File: config.mk
export PLATFORM = sky130hd
export DESIGN_NAME = ram_frame_reader
export DESIGN_NICKNAME = d
export VERILOG_FILES = /design/src/rtl/ram_frame_reader.sv
export SDC_FILE = /design/constraint.sdc
export NUM_CORES = 1
export LEC_CHECK = 0
export ABC_AREA = 1
export CAP_MARGIN = 5
export CORE_ASPECT_RATIO = 1.2
export CORE_MARGIN = 5
export CORE_UTILIZATION = 60
export DETAILED_ROUTE_END_ITERATION = 6
export DONT_BUFFER_PORTS = 1
export PLACE_DENSITY = 0.76
export SLEW_MARGIN = 40
export SYNTH_ARGS = -nofsm -noshare
export SYNTH_HDL_FRONTEND = slang
export SYNTH_SLANG_ARGS = --single-unit
File: constraint.sdc
create_clock -name clk_i -period 4 [get_ports clk_i]
set_input_delay 1 -clock clk_i [delete_from_list [all_inputs] [get_ports clk_i]]
set_output_delay 1 -clock clk_i [all_outputs]
set_load 0.02 [all_outputs]
File: src/rtl/ram_frame_reader.sv
// ram_frame_reader
//   Read-side consumer for the ping-pong sample buffer. After a frame-ready
//   pulse it drains exactly DEPTH samples over the buffer's ready/valid read
//   port and re-emits them on a registered downstream stream tagged with
//   first/last markers. It also counts completed frames and flags overruns.
//
//   Optional feature macro: RAM_FRAME_READER_SUM_EN
//     defined   -> signed per-frame sum on frame_sum_o / frame_sum_valid_o
//     undefined -> frame_sum_o and frame_sum_valid_o are tied to 0
//
// Ports
//   clk_i, rst_i        clock, synchronous active-high reset
//   buf_frame_start_i   1-cycle pulse: a full buffer is ready
//   buf_data_i          signed sample from the buffer read port
//   buf_valid_i         buffer read data valid
//   buf_ready_o         reader accepts a sample this cycle (combinational)
//   m_data_o            signed output sample (head of 2-entry queue)
//   m_valid_o           output valid (queue non-empty)
//   m_ready_i           downstream ready
//   m_first_o/m_last_o  sample index 0 / DEPTH-1 of a frame
//   busy_o              FSM is draining a frame
//   frame_count_o       completed frames, wraps silently
//   overrun_o           1-cycle pulse: frame start arrived while draining
//   frame_sum_o         signed frame sum (feature build only)
//   frame_sum_valid_o   1-cycle pulse qualifying frame_sum_o
module ram_frame_reader #(
   parameter int WIDTH      = 32,
   parameter int DEPTH      = 16,
   parameter int ADDR_WIDTH = $clog2(DEPTH),
   parameter int FCNT_WIDTH = 16
) (
   input  logic                               clk_i,
   input  logic                               rst_i,
   input  logic                               buf_frame_start_i,
   input  logic signed [WIDTH-1:0]            buf_data_i,
   input  logic                               buf_valid_i,
   output logic                               buf_ready_o,
   output logic signed [WIDTH-1:0]            m_data_o,
   output logic                               m_valid_o,
   input  logic                               m_ready_i,
   output logic                               m_first_o,
   output logic                               m_last_o,
   output logic                               busy_o,
   output logic [FCNT_WIDTH-1:0]              frame_count_o,
   output logic                               overrun_o,
   output logic signed [WIDTH+ADDR_WIDTH:0]   frame_sum_o,
   output logic                               frame_sum_valid_o
);

   localparam logic [ADDR_WIDTH-1:0] LAST_IDX = ADDR_WIDTH'(DEPTH - 1);

   typedef enum logic [0:0] {
      ST_IDLE  = 1'b0,
      ST_DRAIN = 1'b1
   } state_t;

   state_t                  r_state;
   state_t                  w_state_nxt;
   logic [ADDR_WIDTH-1:0]   r_idx;
   logic [ADDR_WIDTH-1:0]   w_idx_nxt;
   logic                    w_tag_first;
   logic                    w_tag_last;
   logic                    w_frame_done;
   logic                    w_overrun;
   logic                    w_acc_in;
   logic                    w_acc_out;

   // Queue storage: slot 0 is the head and drives the m_* outputs directly.
   logic signed [WIDTH-1:0] r_q_data [2];
   logic [1:0]              r_q_first;
   logic [1:0]              r_q_last;
   logic [1:0]              r_q_count;
   logic [FCNT_WIDTH-1:0]   r_frame_count;
   logic                    r_overrun;

   assign buf_ready_o   = (r_state == ST_DRAIN) && (r_q_count < 2'd2);
   assign w_acc_in      = buf_valid_i & buf_ready_o;
   assign m_valid_o     = (r_q_count != 2'd0);
   assign w_acc_out     = m_valid_o & m_ready_i;
   assign m_data_o      = r_q_data[0];
   assign m_first_o     = r_q_first[0];
   assign m_last_o      = r_q_last[0];
   assign busy_o        = (r_state == ST_DRAIN);
   assign frame_count_o = r_frame_count;
   assign overrun_o     = r_overrun;

   // FSM state and sample index registers
   always_ff @(posedge clk_i) begin
      if (rst_i) begin
         r_state <= ST_IDLE;
         r_idx   <= '0;
      end else begin
         r_state <= w_state_nxt;
         r_idx   <= w_idx_nxt;
      end
   end

   // FSM next state, sample tagging, frame completion and overrun detection
   always_comb begin
      w_state_nxt  = r_state;
      w_idx_nxt    = r_idx;
      w_tag_first  = (r_idx == '0);
      w_tag_last   = 1'b0;
      w_frame_done = 1'b0;
      w_overrun    = 1'b0;
      case (r_state)
         ST_IDLE: begin
            if (buf_frame_start_i) begin
               w_state_nxt = ST_DRAIN;
               w_idx_nxt   = '0;
            end else begin
               w_state_nxt = ST_IDLE;
            end
         end
         ST_DRAIN: begin
            if (w_acc_in) begin
               if (r_idx == LAST_IDX) begin
                  w_tag_last   = 1'b1;
                  w_frame_done = 1'b1;
                  w_idx_nxt    = '0;
                  w_state_nxt  = ST_IDLE;
               end else begin
                  w_idx_nxt = r_idx + ADDR_WIDTH'(1);
               end
            end else begin
               w_idx_nxt = r_idx;
            end
            // A start that coincides with the last sample chains the next
            // frame; any other start while draining aborts the current one.
            if (buf_frame_start_i) begin
               w_state_nxt = ST_DRAIN;
               w_idx_nxt   = '0;
               w_overrun   = ~w_frame_done;
            end else begin
               w_overrun = 1'b0;
            end
         end
         default: begin
            w_state_nxt = ST_IDLE;
            w_idx_nxt   = '0;
         end
      endcase
   end

   // Two-entry output queue; push and pop at count 1 keeps the count at 1
   always_ff @(posedge clk_i) begin
      if (rst_i) begin
         r_q_data[0] <= '0;
         r_q_data[1] <= '0;
         r_q_first   <= 2'b00;
         r_q_last    <= 2'b00;
         r_q_count   <= 2'd0;
      end else begin
         case ({w_acc_in, w_acc_out})
            2'b10: begin
               if (r_q_count == 2'd0) begin
                  r_q_data[0]  <= buf_data_i;
                  r_q_first[0] <= w_tag_first;
                  r_q_last[0]  <= w_tag_last;
               end else begin
                  r_q_data[1]  <= buf_data_i;
                  r_q_first[1] <= w_tag_first;
                  r_q_last[1]  <= w_tag_last;
               end
               r_q_count <= r_q_count + 2'd1;
            end
            2'b01: begin
               r_q_data[0]  <= r_q_data[1];
               r_q_first[0] <= r_q_first[1];
               r_q_last[0]  <= r_q_last[1];
               r_q_count    <= r_q_count - 2'd1;
            end
            2'b11: begin
               if (r_q_count == 2'd1) begin
                  r_q_data[0]  <= buf_data_i;
                  r_q_first[0] <= w_tag_first;
                  r_q_last[0]  <= w_tag_last;
               end else begin
                  r_q_data[0]  <= r_q_data[1];
                  r_q_first[0] <= r_q_first[1];
                  r_q_last[0]  <= r_q_last[1];
                  r_q_data[1]  <= buf_data_i;
                  r_q_first[1] <= w_tag_first;
                  r_q_last[1]  <= w_tag_last;
               end
            end
            default: begin
               r_q_count <= r_q_count;
            end
         endcase
      end
   end

   // Frame counter and overrun pulse
   always_ff @(posedge clk_i) begin
      if (rst_i) begin
         r_frame_count <= '0;
         r_overrun     <= 1'b0;
      end else begin
         if (w_frame_done) begin
            r_frame_count <= r_frame_count + FCNT_WIDTH'(1);
         end else begin
            r_frame_count <= r_frame_count;
         end
         r_overrun <= w_overrun;
      end
   end

`ifdef RAM_FRAME_READER_SUM_EN
   localparam int SW = WIDTH + ADDR_WIDTH + 1;

   logic signed [SW-1:0] r_acc;
   logic signed [SW-1:0] w_sample_ext;
   logic signed [SW-1:0] w_sum_nxt;
   logic signed [SW-1:0] r_sum;
   logic                 r_sum_valid;

   assign w_sample_ext      = {{(SW - WIDTH){buf_data_i[WIDTH-1]}}, buf_data_i};
   assign w_sum_nxt         = w_tag_first ? w_sample_ext : (r_acc + w_sample_ext);
   assign frame_sum_o       = r_sum;
   assign frame_sum_valid_o = r_sum_valid;

   // Frame accumulator; the result is published only for completed frames
   always_ff @(posedge clk_i) begin
      if (rst_i) begin
         r_acc       <= '0;
         r_sum       <= '0;
         r_sum_valid <= 1'b0;
      end else begin
         if (w_acc_in && (r_state == ST_DRAIN)) begin
            r_acc <= w_sum_nxt;
         end else begin
            r_acc <= r_acc;
         end
         if (w_tag_last) begin
            r_sum <= w_sum_nxt;
         end else begin
            r_sum <= r_sum;
         end
         r_sum_valid <= w_tag_last;
      end
   end
`else
   assign frame_sum_o       = '0;
   assign frame_sum_valid_o = 1'b0;
`endif

endmodule

# Word-level counts from Yosys, hierarchy flattened

Memory sizes are Yosys's and may differ from the RTL's.
Index checks and enable logic that the tools add are counted.

Logic and storage cells: 102
Memory bits (writable): 64
Flip-flop bits (word level): 28
Input bits: 37
Memories kept: 1

Bitwise logic cells: 11
Add/sub/neg operators: 4
Reduce and logical (&&, ||, !) cells: 11
$lt $le $gt $ge: 1
Multiplexer cells: 55
Equality and inequality tests: 10

Memory list:

| name     | words | width | read ports | clocked after Yosys merged registers in | write ports | RTL line | text |
|---|---|---|---|---|---|---|---|
| r_q_data | 2     | 32    | 2          | 0                                       | 2           | 69       | `logic signed [WIDTH-1:0] r_q_data [2];` |

Operator list:

| cell                  | count |
|---|---|
| $mux 32               | 6 |
| $mux 1                | 38 |
| $add 16x1->16 const B | 1 |
| $mux 4                | 4 |
| $ne 2x2->1 const B    | 4 |
| $pmux 4 s2            | 1 |
| $or 1x1->1            | 6 |
| $pmux 1 s2            | 3 |
| $pmux 1 s3            | 2 |
| $reduce_bool 2->1     | 3 |
| $add 4x1->4 const B   | 1 |
| $eq 2x1->1 const B    | 2 |
| $eq 2x2->1 const B    | 2 |
| $eq 4x4->1 const B    | 1 |
| $logic_not 4->1       | 1 |
| $pmux 2 s2            | 1 |
| $reduce_and 2->1      | 2 |
| $ne 3x2->1 const B    | 1 |
| $not 1->1             | 3 |
| $reduce_and 3->1      | 1 |
| $reduce_bool 3->1     | 1 |
| $reduce_or 3->1       | 1 |
| $add 2x1->2 const B   | 1 |
| $and 1x1->1           | 2 |
| 4 further kinds       | 4 |

# Logic depth before layout (Yosys ltp)

Depth after elaboration: 11
Depth in mapped cells: 12
Mapped depth without buffers: 12

# Least setup slack after synthesis

OpenSTA, ideal clock, no wires.

Kind: input to register
From: input port buf_valid_i
To: memory r_q_data[1][0], in the netlist r_q_data[0][32], enable pin
Arrival: 3.112 ns
Path slack: 0.455 ns
Buffers on the path: 0
Stages on the path: 5
Cell sequence: nand3_4 inv_1 ha_1 a21oi_1 o22ai_1

RTL lines:

| element         | RTL line | text |
|---|---|---|
| start, declared | 36       | `input logic buf_valid_i,` |
| end, declared   | 69       |  |

==> results.sh <==
export IMPL_status="complete, no violations"
export IMPL_chipWidth_um=91.8
export IMPL_wl_met2_mm=4.44
export IMPL_synth_simple_area_share_pct=12.1
export IMPL_clk_pin_slew_ns=0.10
export IMPL_layout_setup_ws_ns=1.32
export IMPL_synth_async_reset_ratio_pct=0
export IMPL_synth_adder_area_share_pct=2.34
export IMPL_tns_ns=0
export IMPL_drtIter0Drc=154
export IMPL_ys_seq_area_share_pct=51.5
export IMPL_met1Wirelength_mm=3.40
export IMPL_topRoutingLayerUsed="met4"
export IMPL_antenna_found_initial=0
export IMPL_period_share_pct=67.0
export IMPL_hold_worst_slack_ns=0.518
export IMPL_synth_compound_area_share_pct=15.0
export IMPL_syn_avg_cell_area_um2=9.29
export IMPL_grt_pass1_vias=2793
export IMPL_path_cells="inv_1 > ha_1 > inv_2 > nand2_2 > inv_1 > ha_1 > nand2_1 > nor2_4 > buf_4 > a21oi_1 > o21ai_0 > o21ai_0"
export IMPL_synth_xor_area_share_pct=0.545
export IMPL_post_cts_resized=0
export IMPL_cts_num_sinks=92
export IMPL_fmax_ghz=0.373
export IMPL_path_class="flip-flop to flip-flop"
export IMPL_grt_use_total_pct=16.5
export IMPL_place_ws_ns=1.20
export IMPL_period_needed_ns=2.68
export IMPL_p_leak_nw=2.00
export IMPL_port_buffers=0
export IMPL_register_area_mm2=0.00248
export IMPL_crit_slowest_cell="buf_4"
export IMPL_antenna_left=0
export IMPL_power_density_mw_per_mm2=543
export IMPL_power_total_mw=2.58
export IMPL_routedWlPerCell_um=14.6
export IMPL_final_core_util_pct=61.3
export IMPL_cp_top_family="buffers and inverters"
export IMPL_drive_gt1_share_pct=8.44
export IMPL_maxCapViolCount=0
export IMPL_die_area_mm2=0.00993
export IMPL_rsz0062_at_grt="false"
export IMPL_fin_nets=527
export IMPL_synth_most_common_cell="o21ai_0"
export IMPL_synth_seq_cells=92
export IMPL_ios=129
export IMPL_path_buf_inv=4
export IMPL_grt_max_degree=64
export IMPL_critPathRequiredTime_ns=4.08
export IMPL_cts_buffers=9
export IMPL_synth_mux_area_share_pct=0
export IMPL_synth_largest_area_cell="edfxtp_1"
export IMPL_critPathLaunchType="flip-flop"
export IMPL_grt_pass1_wl_mm=13.2
export IMPL_met3_length_um=521
export IMPL_path_max_fanout=63
export IMPL_yosys_warnings=0
export IMPL_viasPerCell=5.36
export IMPL_synth_cell_type_count=38
export IMPL_peakVddDrop_mv=0.271
export IMPL_cts_tree="done"
export IMPL_num_fill_cells=630
export IMPL_cts_root_buf="clkbuf_8"
export IMPL_wl_mm=8.46
export IMPL_antenna_cells=0
export IMPL_drc=0
export IMPL_core_area_mm2=0.00775
export IMPL_cp_end_kind="flip-flop"
export IMPL_syn2layout_area_growth_pct=-1.45
export IMPL_gp_congestion=0.773
export IMPL_drv_slew=0
export IMPL_setup_violations=0
export IMPL_postCtsSetupRepairBufs=0
export IMPL_arrival_ns=2.76
export IMPL_cts_hold_buf=0
export IMPL_htree_levels=3
export IMPL_netlist_area_leader_share_pct=39.9
export IMPL_netlist_area_mm2=0.00482
export IMPL_vias=3097
export IMPL_relSlewSlack_pct=60.8
export IMPL_finalHoldViolCount=0
export IMPL_fp_dieH_um=108
export IMPL_multi_input_area_mm2=0.00162
export IMPL_rows=35
export IMPL_min_path_type="flip-flop to flip-flop"
export IMPL_clkLatencyLatePin_ns=0.35
export IMPL_slowest_delay_ns=0.45
export IMPL_dr_pass1_iters=4
export IMPL_synth_top_family_by_area="buffers and inverters"
export IMPL_ys_flop_type="edfxtp_1"
export IMPL_netlist_top_cells_count="o21ai_0 (72), buf_4 (71), edfxtp_1 (64), inv_1 (63), a21oi_1 (53)"
export IMPL_worst_pin_slew_ns=0.587
export IMPL_synth_edff_count=64
export IMPL_grt_overflow=0
export IMPL_dp_hpwl_mm=6.05
export IMPL_yosys_top_cells_area="edfxtp_1 (40%), dfxtp_1 (12%), buf_4 (11%)"
export IMPL_start_util_pct=62.2
export IMPL_cts_buffer_depth=2
export IMPL_fin_skew_ns=0.0135
export IMPL_synthCells=519
[through the flow]
step	std cells	area, µm²
2_1_floorplan	556	4960
3_3_place_gp	561	4480
3_5_place_dp	562	4500
4_1_cts	578	4740
5_1_grt	578	4750
6_report	578	4750
[where the power goes]
group          total [mW]  leakage (nW)  switching [mW]  internal, mW
sequential           1.43         0.895           0.185          1.25
clock               0.744         0.122           0.325         0.419
combinational       0.403         0.988           0.300         0.103
[per-layer routing]
metal | global-route usage [%] | up-vias
li1 | - | 1549
met1 | 18.5 | 1461
met2 | 29.9 | 78
met3 | 5.15 | 9
met4 | 5.52 | 0
met5 | 0 | -
[final cells by class]
cell class,count,share of cell area (%)
clock buffer,9,2.61
clock inverter,7,2.53
inverter,68,5.43
multi-input combinational,307,34.1
sequential,92,52.3
tap,92,2.42
timing repair buffer,3,0.632
[final timing paths]
path / startpoint / endpoint / cells after the start / slack, ns
worst min register to register: r_idx[1] / r_idx[1] / 2 / 0.52
worst max-delay path: r_q_count[0] / r_q_data[0][28] / 12 / 1.32
worst min-delay path: r_idx[1] / r_idx[1] / 2 / 0.52
worst max register to register: r_q_count[0] / r_q_data[0][28] / 12 / 1.32
[tightest hold or removal path: stages, from the launching register on]
cell and delay (ns):
dfxtp_1 0.36, nand2_1 0.08, a21oi_1 0.05
[kinds of logic after synthesis]
group,count (synthesis)
buf+inv,157
compound gates,139
simple gates,118
flops,92
fa+ha+maj,9
xor+xnor,3
other cells,1
[sequential cells by signal, indices dropped and copies added (netlist names)]
name,count
frame_count_o,16
r_q_last,2
busy_o,1
r_idx,4
r_q_count,2
r_q_data,64
overrun_o,1
r_q_first,2
[cells in the final DEF, fill, tap and decap left out, drive strengths merged]
cell	instances
a211oi	2
a21oi	53
buf	3
bufinv	3
clkbuf	9
clkinv	4
conb	38
dfxtp	28
edfxtp	64
ha	9
inv	68
nand2	31
nand3	16
nand4	5
nor2	59
nor3	7
o211a	1
o21a	1
o21ai	77
o21bai	2
o22ai	3
xnor2	1
xor2	2
Note: power is estimated with default switching activity, not from simulation.
